## config.mk

```make
export PLATFORM = sky130hd
export DESIGN_NAME = datamover_cmd_scheduler
export DESIGN_NICKNAME = d
export VERILOG_FILES = /design/src/rtl/datamover_cmd_scheduler_pkg.sv /design/src/rtl/datamover_cmd_scheduler_sid_order_fifo.sv /design/src/rtl/datamover_cmd_scheduler.sv
export SDC_FILE = /design/constraint.sdc
export NUM_CORES = 1
export LEC_CHECK = 0
export CORE_AREA = 2 2 173 175
export DETAILED_ROUTE_END_ITERATION = 10
export DIE_AREA = 0 0 175 177
export SYNTH_ARGS = -nofsm -noshare
export SYNTH_HDL_FRONTEND = slang
export SYNTH_SLANG_ARGS = --single-unit
```

## constraint.sdc

```tcl
create_clock -name clk -period 5.09 [get_ports clk]
set_clock_uncertainty 0.15 [all_clocks]
set_input_delay 0.509 -clock clk [delete_from_list [all_inputs] [get_ports clk]]
set_output_delay 0.509 -clock clk [all_outputs]
set_load 0.1 [all_outputs]
```

## src/rtl/datamover_cmd_scheduler_pkg.sv

```systemverilog
// Shared constants for the DataMover command scheduler: tag field placement,
// FSM encodings and error flag bit positions.
package datamover_cmd_scheduler_pkg;

    localparam int CMD_TAG_LSB   = 64;
    localparam int CMD_TAG_WIDTH = 4;
    localparam int STS_TAG_LSB   = 0;
    localparam int STS_TAG_WIDTH = 4;

    localparam logic [0:0] ST_ARB = 1'b0;
    localparam logic [0:0] ST_CMD = 1'b1;

    localparam int ERR_TAG_MISMATCH = 0;
    localparam int ERR_STS_EMPTY    = 1;
    localparam int ERR_WIDTH        = 2;

    typedef logic [0:0] sched_state_t;

endpackage

```

## src/rtl/datamover_cmd_scheduler_sid_order_fifo.sv

```systemverilog
// Synchronous FIFO of stream indices in command issue order; the count output
// doubles as the outstanding-command counter.
module sid_order_fifo #(
    parameter int DATA_WIDTH = 2,
    parameter int ADDR_WIDTH = 3
) (
    input  logic                  clk,
    input  logic                  rst_n,
    input  logic                  push,
    input  logic [DATA_WIDTH-1:0] push_data,
    input  logic                  pop,
    output logic [DATA_WIDTH-1:0] head,
    output logic [ADDR_WIDTH:0]   count,
    output logic                  empty,
    output logic                  full
);

    localparam int DEPTH = 1 << ADDR_WIDTH;

    logic [DATA_WIDTH-1:0] mem [DEPTH];
    logic [ADDR_WIDTH-1:0] wr_ptr;
    logic [ADDR_WIDTH-1:0] rd_ptr;
    logic                  push_ok;
    logic                  pop_ok;

    assign empty   = (count == '0);
    assign full    = count[ADDR_WIDTH];
    assign push_ok = push & ~full;
    assign pop_ok  = pop & ~empty;
    assign head    = mem[rd_ptr];

    always_ff @(posedge clk) begin
        if (push_ok) begin
            mem[wr_ptr] <= push_data;
        end
    end

    always_ff @(posedge clk) begin
        if (!rst_n) begin
            wr_ptr <= '0;
            rd_ptr <= '0;
            count  <= '0;
        end else begin
            if (push_ok) begin
                wr_ptr <= wr_ptr + 1'b1;
            end
            if (pop_ok) begin
                rd_ptr <= rd_ptr + 1'b1;
            end
            case ({push_ok, pop_ok})
                2'b10:   count <= count + 1'b1;
                2'b01:   count <= count - 1'b1;
                default: count <= count;
            endcase
        end
    end

endmodule

```

## src/rtl/datamover_cmd_scheduler.sv

```systemverilog
// Round-robin scheduler sharing one DataMover command/status pair between
// several streams; status beats are routed back in issue order.
module datamover_cmd_scheduler
    import datamover_cmd_scheduler_pkg::*;
#(
    parameter int C_STREAMS_WIDTH         = 2,
    parameter int C_M_AXIS_CMD_DATA_WIDTH = 73,
    parameter int C_M_AXIS_STS_DATA_WIDTH = 8,
    parameter int C_MAX_OUTSTANDING_WIDTH = 3,
    parameter int NUM_STREAMS             = 1 << C_STREAMS_WIDTH
) (
    input  logic                                           clk,
    input  logic                                           rst_n,
    input  logic [NUM_STREAMS-1:0]                         stream_enable,
    input  logic [NUM_STREAMS-1:0]                         req_cmd_tvalid,
    output logic [NUM_STREAMS-1:0]                         req_cmd_tready,
    input  logic [NUM_STREAMS*C_M_AXIS_CMD_DATA_WIDTH-1:0] req_cmd_tdata,
    output logic                                           M_AXIS_CMD_TVALID,
    input  logic                                           M_AXIS_CMD_TREADY,
    output logic [C_M_AXIS_CMD_DATA_WIDTH-1:0]             M_AXIS_CMD_TDATA,
    input  logic                                           S_AXIS_STS_TVALID,
    output logic                                           S_AXIS_STS_TREADY,
    input  logic [C_M_AXIS_STS_DATA_WIDTH-1:0]             S_AXIS_STS_TDATA,
    output logic [NUM_STREAMS-1:0]                         rsp_sts_tvalid,
    input  logic [NUM_STREAMS-1:0]                         rsp_sts_tready,
    output logic [C_M_AXIS_STS_DATA_WIDTH-1:0]             rsp_sts_tdata,
    output logic [C_MAX_OUTSTANDING_WIDTH:0]               outstanding,
    output logic [ERR_WIDTH-1:0]                           err_flags,
    input  logic                                           err_clear,
    output logic [31:0]                                    debug
);

    localparam int CW = C_M_AXIS_CMD_DATA_WIDTH;

    // All streams use AXI-Stream semantics: a beat transfers on a rising clk
    // edge where valid and ready are both high; once valid is raised it and
    // the data are held until that transfer, and ready may depend on valid.

    sched_state_t               state;
    logic [C_STREAMS_WIDTH-1:0] grant;
    logic [C_STREAMS_WIDTH-1:0] last_grant;
    logic [C_STREAMS_WIDTH-1:0] pick;
    logic [C_STREAMS_WIDTH-1:0] pick_idx;
    logic                       pick_found;
    logic [NUM_STREAMS-1:0]     eligible;
    logic [CW-1:0]              cmd_slice [NUM_STREAMS];
    logic [CW-1:0]              cmd_out;
    logic                       cmd_fire;

    logic [C_STREAMS_WIDTH-1:0] fifo_head;
    logic                       fifo_empty;
    logic                       fifo_full;
    logic                       sts_pop;
    logic [STS_TAG_WIDTH-1:0]   sts_tag;
    logic [ERR_WIDTH-1:0]       err_set;

    for (genvar m = 0; m < NUM_STREAMS; m++) begin : g_unpack
        assign cmd_slice[m] = req_cmd_tdata[m*CW +: CW];
    end

    assign eligible = req_cmd_tvalid & stream_enable;
    assign cmd_fire = (state == ST_CMD) & M_AXIS_CMD_TREADY;

    // Search starts just above the last winner so every stream gets a turn.
    always_comb begin
        pick       = '0;
        pick_idx   = '0;
        pick_found = 1'b0;
        for (int i = 1; i <= NUM_STREAMS; i++) begin
            pick_idx = last_grant + C_STREAMS_WIDTH'(i);
            if (!pick_found && eligible[pick_idx]) begin
                pick       = pick_idx;
                pick_found = 1'b1;
            end
        end
    end

    always_ff @(posedge clk) begin
        if (!rst_n) begin
            state      <= ST_ARB;
            grant      <= '0;
            last_grant <= C_STREAMS_WIDTH'(NUM_STREAMS - 1);
        end else begin
            case (state)
                ST_ARB: begin
                    if (pick_found && !fifo_full) begin
                        grant <= pick;
                        state <= ST_CMD;
                    end
                end
                ST_CMD: begin
                    if (M_AXIS_CMD_TREADY) begin
                        last_grant <= grant;
                        state      <= ST_ARB;
                    end
                end
                default: state <= ST_ARB;
            endcase
        end
    end

    always_comb begin
        cmd_out = cmd_slice[grant];
        cmd_out[CMD_TAG_LSB +: CMD_TAG_WIDTH] = CMD_TAG_WIDTH'(grant);
    end

    assign M_AXIS_CMD_TVALID = (state == ST_CMD);
    assign M_AXIS_CMD_TDATA  = (state == ST_CMD) ? cmd_out : '0;
    assign req_cmd_tready    = cmd_fire ? (NUM_STREAMS'(1) << grant) : '0;

    sid_order_fifo #(
        .DATA_WIDTH(C_STREAMS_WIDTH),
        .ADDR_WIDTH(C_MAX_OUTSTANDING_WIDTH)
    ) u_order_fifo (
        .clk      (clk),
        .rst_n    (rst_n),
        .push     (cmd_fire),
        .push_data(grant),
        .pop      (sts_pop),
        .head     (fifo_head),
        .count    (outstanding),
        .empty    (fifo_empty),
        .full     (fifo_full)
    );

    // With nothing outstanding the channel is kept drained so a stray beat
    // cannot stall the DataMover.
    assign S_AXIS_STS_TREADY = fifo_empty ? 1'b1 : rsp_sts_tready[fifo_head];
    assign rsp_sts_tvalid    = (!fifo_empty && S_AXIS_STS_TVALID) ?
                               (NUM_STREAMS'(1) << fifo_head) : '0;
    assign rsp_sts_tdata     = S_AXIS_STS_TDATA;
    assign sts_pop           = !fifo_empty && S_AXIS_STS_TVALID && S_AXIS_STS_TREADY;
    assign sts_tag           = S_AXIS_STS_TDATA[STS_TAG_LSB +: STS_TAG_WIDTH];

    always_comb begin
        err_set                   = '0;
        err_set[ERR_TAG_MISMATCH] = sts_pop && (sts_tag != STS_TAG_WIDTH'(fifo_head));
        err_set[ERR_STS_EMPTY]    = fifo_empty && S_AXIS_STS_TVALID;
    end

    // A set in the same cycle as a clear survives so no event is lost.
    always_ff @(posedge clk) begin
        if (!rst_n) begin
            err_flags <= '0;
        end else begin
            err_flags <= (err_clear ? '0 : err_flags) | err_set;
        end
    end

    assign debug = 32'({4'(grant), state, 4'(last_grant), outstanding, err_flags});

endmodule
```

# Word level (Yosys, flattened, before mapping)

Memories as Yosys holds them, arrays and structs flattened. A register that Yosys moved wholly into a read port is not among the register bits.
Cells that the tools add are included.

Register bits after elaboration: 17
Bits in writable memories: 16
Word-level logic and storage cells: 86
Memories kept: 1

Reduce and logical (&&, ||, !) cells: 17
Equality and inequality tests: 3
Bitwise operators: 9
Shifts and indexed selects: 2
$lt $le $gt $ge: 6
Add/sub/neg operators: 7
Muxes and demuxes: 34

Memory list:

| memory           | depth | bits a word | rd ports | clocked after memory_dff | write ports | line                                         | text |
|---|---|---|---|---|---|---|---|
| u_order_fifo.mem | 8     | 2           | 1        | 1                        | 1           | datamover_cmd_scheduler_sid_order_fifo.sv:20 | `logic [DATA_WIDTH-1:0] mem [DEPTH];` |

Operators by type and width:

| cell                                                     | count |
|---|---|
| two-way mux 73 bit                                       | 3 |
| binary-select mux 73 bit (select 2 bit)                  | 1 |
| < comparator 2 x 3 -> 1 bit, second input constant       | 5 |
| two-way mux 1 bit                                        | 14 |
| binary-select mux 1 bit (select 2 bit)                   | 5 |
| two-way mux 2 bit                                        | 5 |
| logical AND 1 bit                                        | 8 |
| two-way mux 4 bit                                        | 2 |
| case mux 4 bit (2 select lines)                          | 1 |
| << shifter 1 x 2 -> 4 bit, first input constant          | 2 |
| adder 3 x 1 -> 3 bit, second input constant              | 2 |
| two-way mux 3 bit                                        | 2 |
| logical NOT 1 bit                                        | 5 |
| adder 2 bit, second input constant                       | 2 |
| adder 4 x 1 -> 4 bit, second input constant              | 1 |
| AND 4 bit                                                | 1 |
| logical NOT 4 bit                                        | 1 |
| inequality test 4 x 2 -> 1 bit                           | 1 |
| AND reduction 2 bit                                      | 2 |
| subtractor 4 x 1 -> 4 bit, second input constant         | 1 |
| AND 1 bit                                                | 3 |
| greater-or-equal comparator 3 bit, second input constant | 1 |
| inverter 1 bit                                           | 3 |
| inverter 2 -> 3 bit                                      | 1 |
| other kinds (6)                                          | 6 |

# Longest topological paths before layout

Depth after elaboration: 16
Depth in mapped cells: 13

# Cells and area by module

From an unflattened synthesis, not the netlist that was laid out.

Cells, all modules: 359
Area total of the unflattened synthesis: 4,164.0 µm²

Modules (own cells, without submodules):

| module                  | instances | cells an instance | area each (µm²) |
|---|---|---|---|
| datamover_cmd_scheduler | 1         | 262               | 2,889.0 |
| sid_order_fifo          | 1         | 97                | 1,275.0 |

# Worst setup path after synthesis

No wires, ideal clock.

Path kind: register -> output
Start: reg grant[1]
End: out req_cmd_tready[0]
Cell stages (with the launch flop): 4
Slack: 1.077 ns
Buffers on the path: 2
Data required time: 4.431 ns
Arrival time: 3.354 ns
Path through: dfxtp_1 -> clkbuf_1 -> clkbuf_1 -> nor3_1

Word-level cells in the longest chain between the ends: 2

RTL lines:

| item                      | line                           | text |
|---|---|---|
| from (decl)               | datamover_cmd_scheduler.sv:40  | `logic [C_STREAMS_WIDTH-1:0] grant;` |
| from (signal assigned)    | datamover_cmd_scheduler.sv:87  | `grant <= pick;` |
| << shifter 1 x 2 -> 4 bit | datamover_cmd_scheduler.sv:109 | `assign req_cmd_tready = cmd_fire ? (NUM_STREAMS'(1) << grant) : '0;` |
| two-way mux 4 bit         | datamover_cmd_scheduler.sv:109 |  |
| to (decl)                 | datamover_cmd_scheduler.sv:16  | `output logic [NUM_STREAMS-1:0] req_cmd_tready,` |

Every way passes these cells.

==> metrics.json <==
{
  "global_route.usage.total": {"value": 13.4, "unit": "%"},
  "crit_type": {"value": "flip-flop to output port"},
  "syn_area_per_cell": {"value": 11.2, "unit": "µm²"},
  "yosys_warns": {"value": 0},
  "layout-area-overhead-vs-synth": {"value": 107, "unit": "%"},
  "first_global_vias": {"value": 4641},
  "rsz0062_at_grt": {"value": "false"},
  "static-leakage-power": {"value": 2.89, "unit": "nW"},
  "top_achievable_clock_speed": {"value": 0.259, "unit": "GHz"},
  "worst_skew_pair.late_latency": {"value": 0.28, "unit": "ns"},
  "holdCritStartpoint": {"value": "u_order_fifo.rd_ptr[2]"},
  "floorplan.initialDensity": {"value": 14.0, "unit": "%"},
  "drt-vias-per-instance": {"value": 3.94},
  "run_status": {"value": "finished clean"},
  "drt-initial-drc-count": {"value": 199},
  "worst_path_clk_slew": {"value": 0.06, "unit": "ns"},
  "design.final.nets": {"value": 1055},
  "post_synth_instance_area": {"value": 4110, "unit": "µm²"},
  "startpoint_kind_of_the_worst_setup_timing_path": {"value": "flip-flop"},
  "dieArea": {"value": 31000, "unit": "µm²"},
  "timing.setup.tns": {"value": 0, "unit": "ns"},
  "shortest_period_the_worst_path_allows": {"value": 3.86, "unit": "ns"},
  "finalHoldViolations": {"value": 0},
  "ctsRootBufferMaster": {"value": "sky130_fd_sc_hd__clkbuf_16"},
  "tightest_slew": {"value": 1.10, "unit": "ns"},
  "wl_per_cell": {"value": 19.6, "unit": "µm"},
  "worst-endpoint-arrival": {"value": 3.20, "unit": "ns"},
  "design.portCount": {"value": 446},
  "placement.io_buffers": {"value": 398},
  "layout-drive-gt1-share": {"value": 12.4, "unit": "%"},
  "fin_crit_sh": {"value": 75.7, "unit": "%"},
  "synthCells": {"value": 366},
  "post_cts.resized_instances": {"value": 0},
  "floorplan.rows": {"value": 63},
  "total_of_max_cap_violations": {"value": 0},
  "report.final.slew_viol_count": {"value": 0},
  "floorplan.die.width": {"value": 175, "unit": "µm"},
  "worst-r2r-cell-count": {"value": 12},
  "critPathCaptureType": {"value": "output port"},
  "regToRegEndpoint": {"value": "u_order_fifo.count[2]"},
  "die_h": {"value": 177, "unit": "µm"},
  "number_of_antenna_violations_at_the_first_check_in_global_routing": {"value": 6},
  "number_of_fillers_in_the_final_layout": {"value": 3021},
  "placed_area": {"value": 8320, "unit": "µm²"},
  "cts_hold_repair.buffers": {"value": 0},
  "grt_start_max_net_pins": {"value": 73},
  "tritoncts": {"value": "done"},
  "drc_errors": {"value": 0},
  "postRouteAntennaNets": {"value": 0},
  "worst_slew_margin_rel": {"value": 26.6, "unit": "%"},
  "power_density": {"value": 228, "unit": "nW/µm²"},
  "holdCritPathClass": {"value": "flip-flop to flip-flop"},
  "postLayoutCellArea": {"value": 8490, "unit": "µm²"},
  "post-cts-setup-buffer-count": {"value": 0},
  "routed-via-count": {"value": 4439},
  "gpl.final_weighted_congestion": {"value": 0.773},
  "clockBufferDepth": {"value": 2},
  "cts_made_buffers": {"value": 5},
  "r2r_setup_slack": {"value": 1.51, "unit": "ns"},
  "core_area": {"value": 29200, "unit": "µm²"},
  "grt_remaining_overflow": {"value": 0},
  "max_fanout_on_critical_path": {"value": 6},
  "synth.yosys.seq_area_share": {"value": 21.5, "unit": "%"},
  "postRouteWirelength": {"value": 22.1, "unit": "mm"},
  "detail_route.first_pass.iterations": {"value": 4},
  "crit_end": {"value": "S_AXIS_STS_TREADY"},
  "yosys_register_bits": {"value": 36},
  "synth_cell_type_count": {"value": 43},
  "setup_violations": {"value": 0},
  "htree_num_levels": {"value": 2},
  "clock_sinks": {"value": 36},
  "required": {"value": 4.43, "unit": "ns"},
  "post-dp-hpwl": {"value": 19.0, "unit": "mm"},
  "peakVddDrop": {"value": 0.151, "unit": "mV"},
  "grt_pass1_wl": {"value": 30.3, "unit": "mm"}
}
[through the flow]
step                power [mW]  hold WS (ns)  setup slack [ns]  utilization, %  instances
finish                    1.94         0.340              1.23            29.0       1128
global route              2.01         0.373              1.10            29.0       1124
CTS                       1.96         0.341              1.19            29.0       1124
detailed placement        1.63         0.327              1.47            28.5       1116
global placement          1.63         0.322              1.48            28.5       1116
floorplan                 1.23         0.303              1.08               -        388
[Yosys cell counts (all sizes together)]
cell,n,area (µm²)
o22ai,1,6.26
a32o,1,10.0
nand3,5,25.0
a31oi,3,18.8
nor4,1,6.26
edfxtp,16,480
nor2b,2,12.5
a211oi,2,15.0
mux2,1,15.0
o21ai,3,15.0
inv,6,22.5
ha,5,62.6
a311o,1,10.0
a22oi,1,7.51
clkinv,1,3.75
mux2i,9,103
clkbuf,18,67.6
buf,47,330
and2,72,450
o31ai,1,7.51
nor2,20,75.1
conb,1,3.75
or3,3,18.8
nor3,5,25.0
nand4,1,6.26
o221a,1,11.3
xor2,4,35.0
mux4,72,1630
a21oi,8,40.0
nand2b,4,25.0
dfxtp,20,400
nand2,19,71.3
a21boi,3,22.5
or4,2,15.0
xnor2,3,26.3
a2111o,1,11.3
a311oi,1,8.76
or2,2,12.5
[area by class of cell]
type,instances,area [µm²],area share [%]
Antenna cell,4,10.0,0.118
Clock buffer,7,154,1.81
Clock inverter,1,5.00,0.0589
Inverter,7,26.3,0.309
Multi-Input combinational cell,280,2880,34.0
Sequential cell,36,890,10.5
Tap cell,390,488,5.75
Timing Repair Buffer,403,4030,47.5
[kinds of logic (layout without fill, tap and decap cells)]
family / count (synthesis) / after routing / share of synthesized area, %
adder cells (fa/ha/maj): 5 / 5 / 1.52
flip-flops: 36 / 36 / 21.5
AO/OA/AOI/OAI: 27 / 27 / 4.48
AND/OR/NAND/NOR: 136 / 136 / 18.1
buffers and inverters: 72 / 418 / 10.3
XOR/XNOR: 7 / 7 / 1.49
other: 1 / 27 / 0.0913
multiplexers: 82 / 82 / 42.5
[registers in the layout, indices dropped and copies added, names as in the netlist, named ones only]
| name | flops |
|---|---|
| u_order_fifo.count | 4 |
| err_flags | 2 |
| last_grant | 2 |
| grant | 2 |
| u_order_fifo.rd_ptr | 3 |
| u_order_fifo.wr_ptr | 3 |
| u_order_fifo.mem | 16 |
| M_AXIS_CMD_TVALID | 1 |
[power breakdown]
group          internal, mW  total, mW  switching (mW)
sequential            0.314      0.368          0.0532
clock                 0.210      0.319           0.109
combinational         0.493       1.25           0.757
total                  1.02       1.94           0.919
[cell usage in the layout, fill, tap and decap left out, types with 3 or more instances in the layout]
cell                                n
sky130_fd_sc_hd__nor3_1             5
sky130_fd_sc_hd__a31oi_1            3
sky130_fd_sc_hd__diode_2            4
sky130_fd_sc_hd__a21boi_0           3
sky130_fd_sc_hd__xor2_1             4
sky130_fd_sc_hd__and2_1            72
sky130_fd_sc_hd__dfxtp_1           17
sky130_fd_sc_hd__edfxtp_1          16
sky130_fd_sc_hd__a21oi_1            8
sky130_fd_sc_hd__nand2b_1           4
sky130_fd_sc_hd__or3_1              3
sky130_fd_sc_hd__nor2_1            20
sky130_fd_sc_hd__nand2_1           19
sky130_fd_sc_hd__conb_1            23
sky130_fd_sc_hd__o21ai_0            3
sky130_fd_sc_hd__buf_4              4
sky130_fd_sc_hd__clkdlybuf4s50_1  398
sky130_fd_sc_hd__mux2i_1            8
sky130_fd_sc_hd__xnor2_1            3
sky130_fd_sc_hd__mux4_2            70
sky130_fd_sc_hd__clkbuf_16          6
sky130_fd_sc_hd__inv_1              5
sky130_fd_sc_hd__ha_1               5
sky130_fd_sc_hd__nand3_1            5
[worst max-delay path, stage by stage, from the launching register on]
cell and delay, ns:
sky130_fd_sc_hd__dfxtp_1 0.41, sky130_fd_sc_hd__mux4_1 0.64, sky130_fd_sc_hd__mux2i_4 0.24, sky130_fd_sc_hd__inv_2 0.08, sky130_fd_sc_hd__mux2_4 0.34, sky130_fd_sc_hd__nand2_1 0.07
sky130_fd_sc_hd__clkdlybuf4s50_1 1.14
[worst min path at each step]
stage / end / slack (ns) / cells after the start
2_1_floorplan: flip-flop / 0.30 / 2
3_3_place_gp: u_order_fifo.rd_ptr[1] / 0.32 / 2
3_5_place_dp: flip-flop / 0.33 / 2
4_1_cts: u_order_fifo.rd_ptr[2] / 0.34 / 2
5_1_grt: u_order_fifo.rd_ptr[1] / 0.37 / 2
6_report: u_order_fifo.rd_ptr[2] / 0.34 / 2
[per-layer routing]
metal  GRT usage, %  vias to the layer above  part of all wire, %
li1               -                     2066                    -
met1           15.8                     2144                   38
met2           24.0                      212                   52
met3           4.62                       15                  9.3
met4           1.91                        2                 0.99
met5              0                        -                0.045
(Power assumes the default switching activity.)
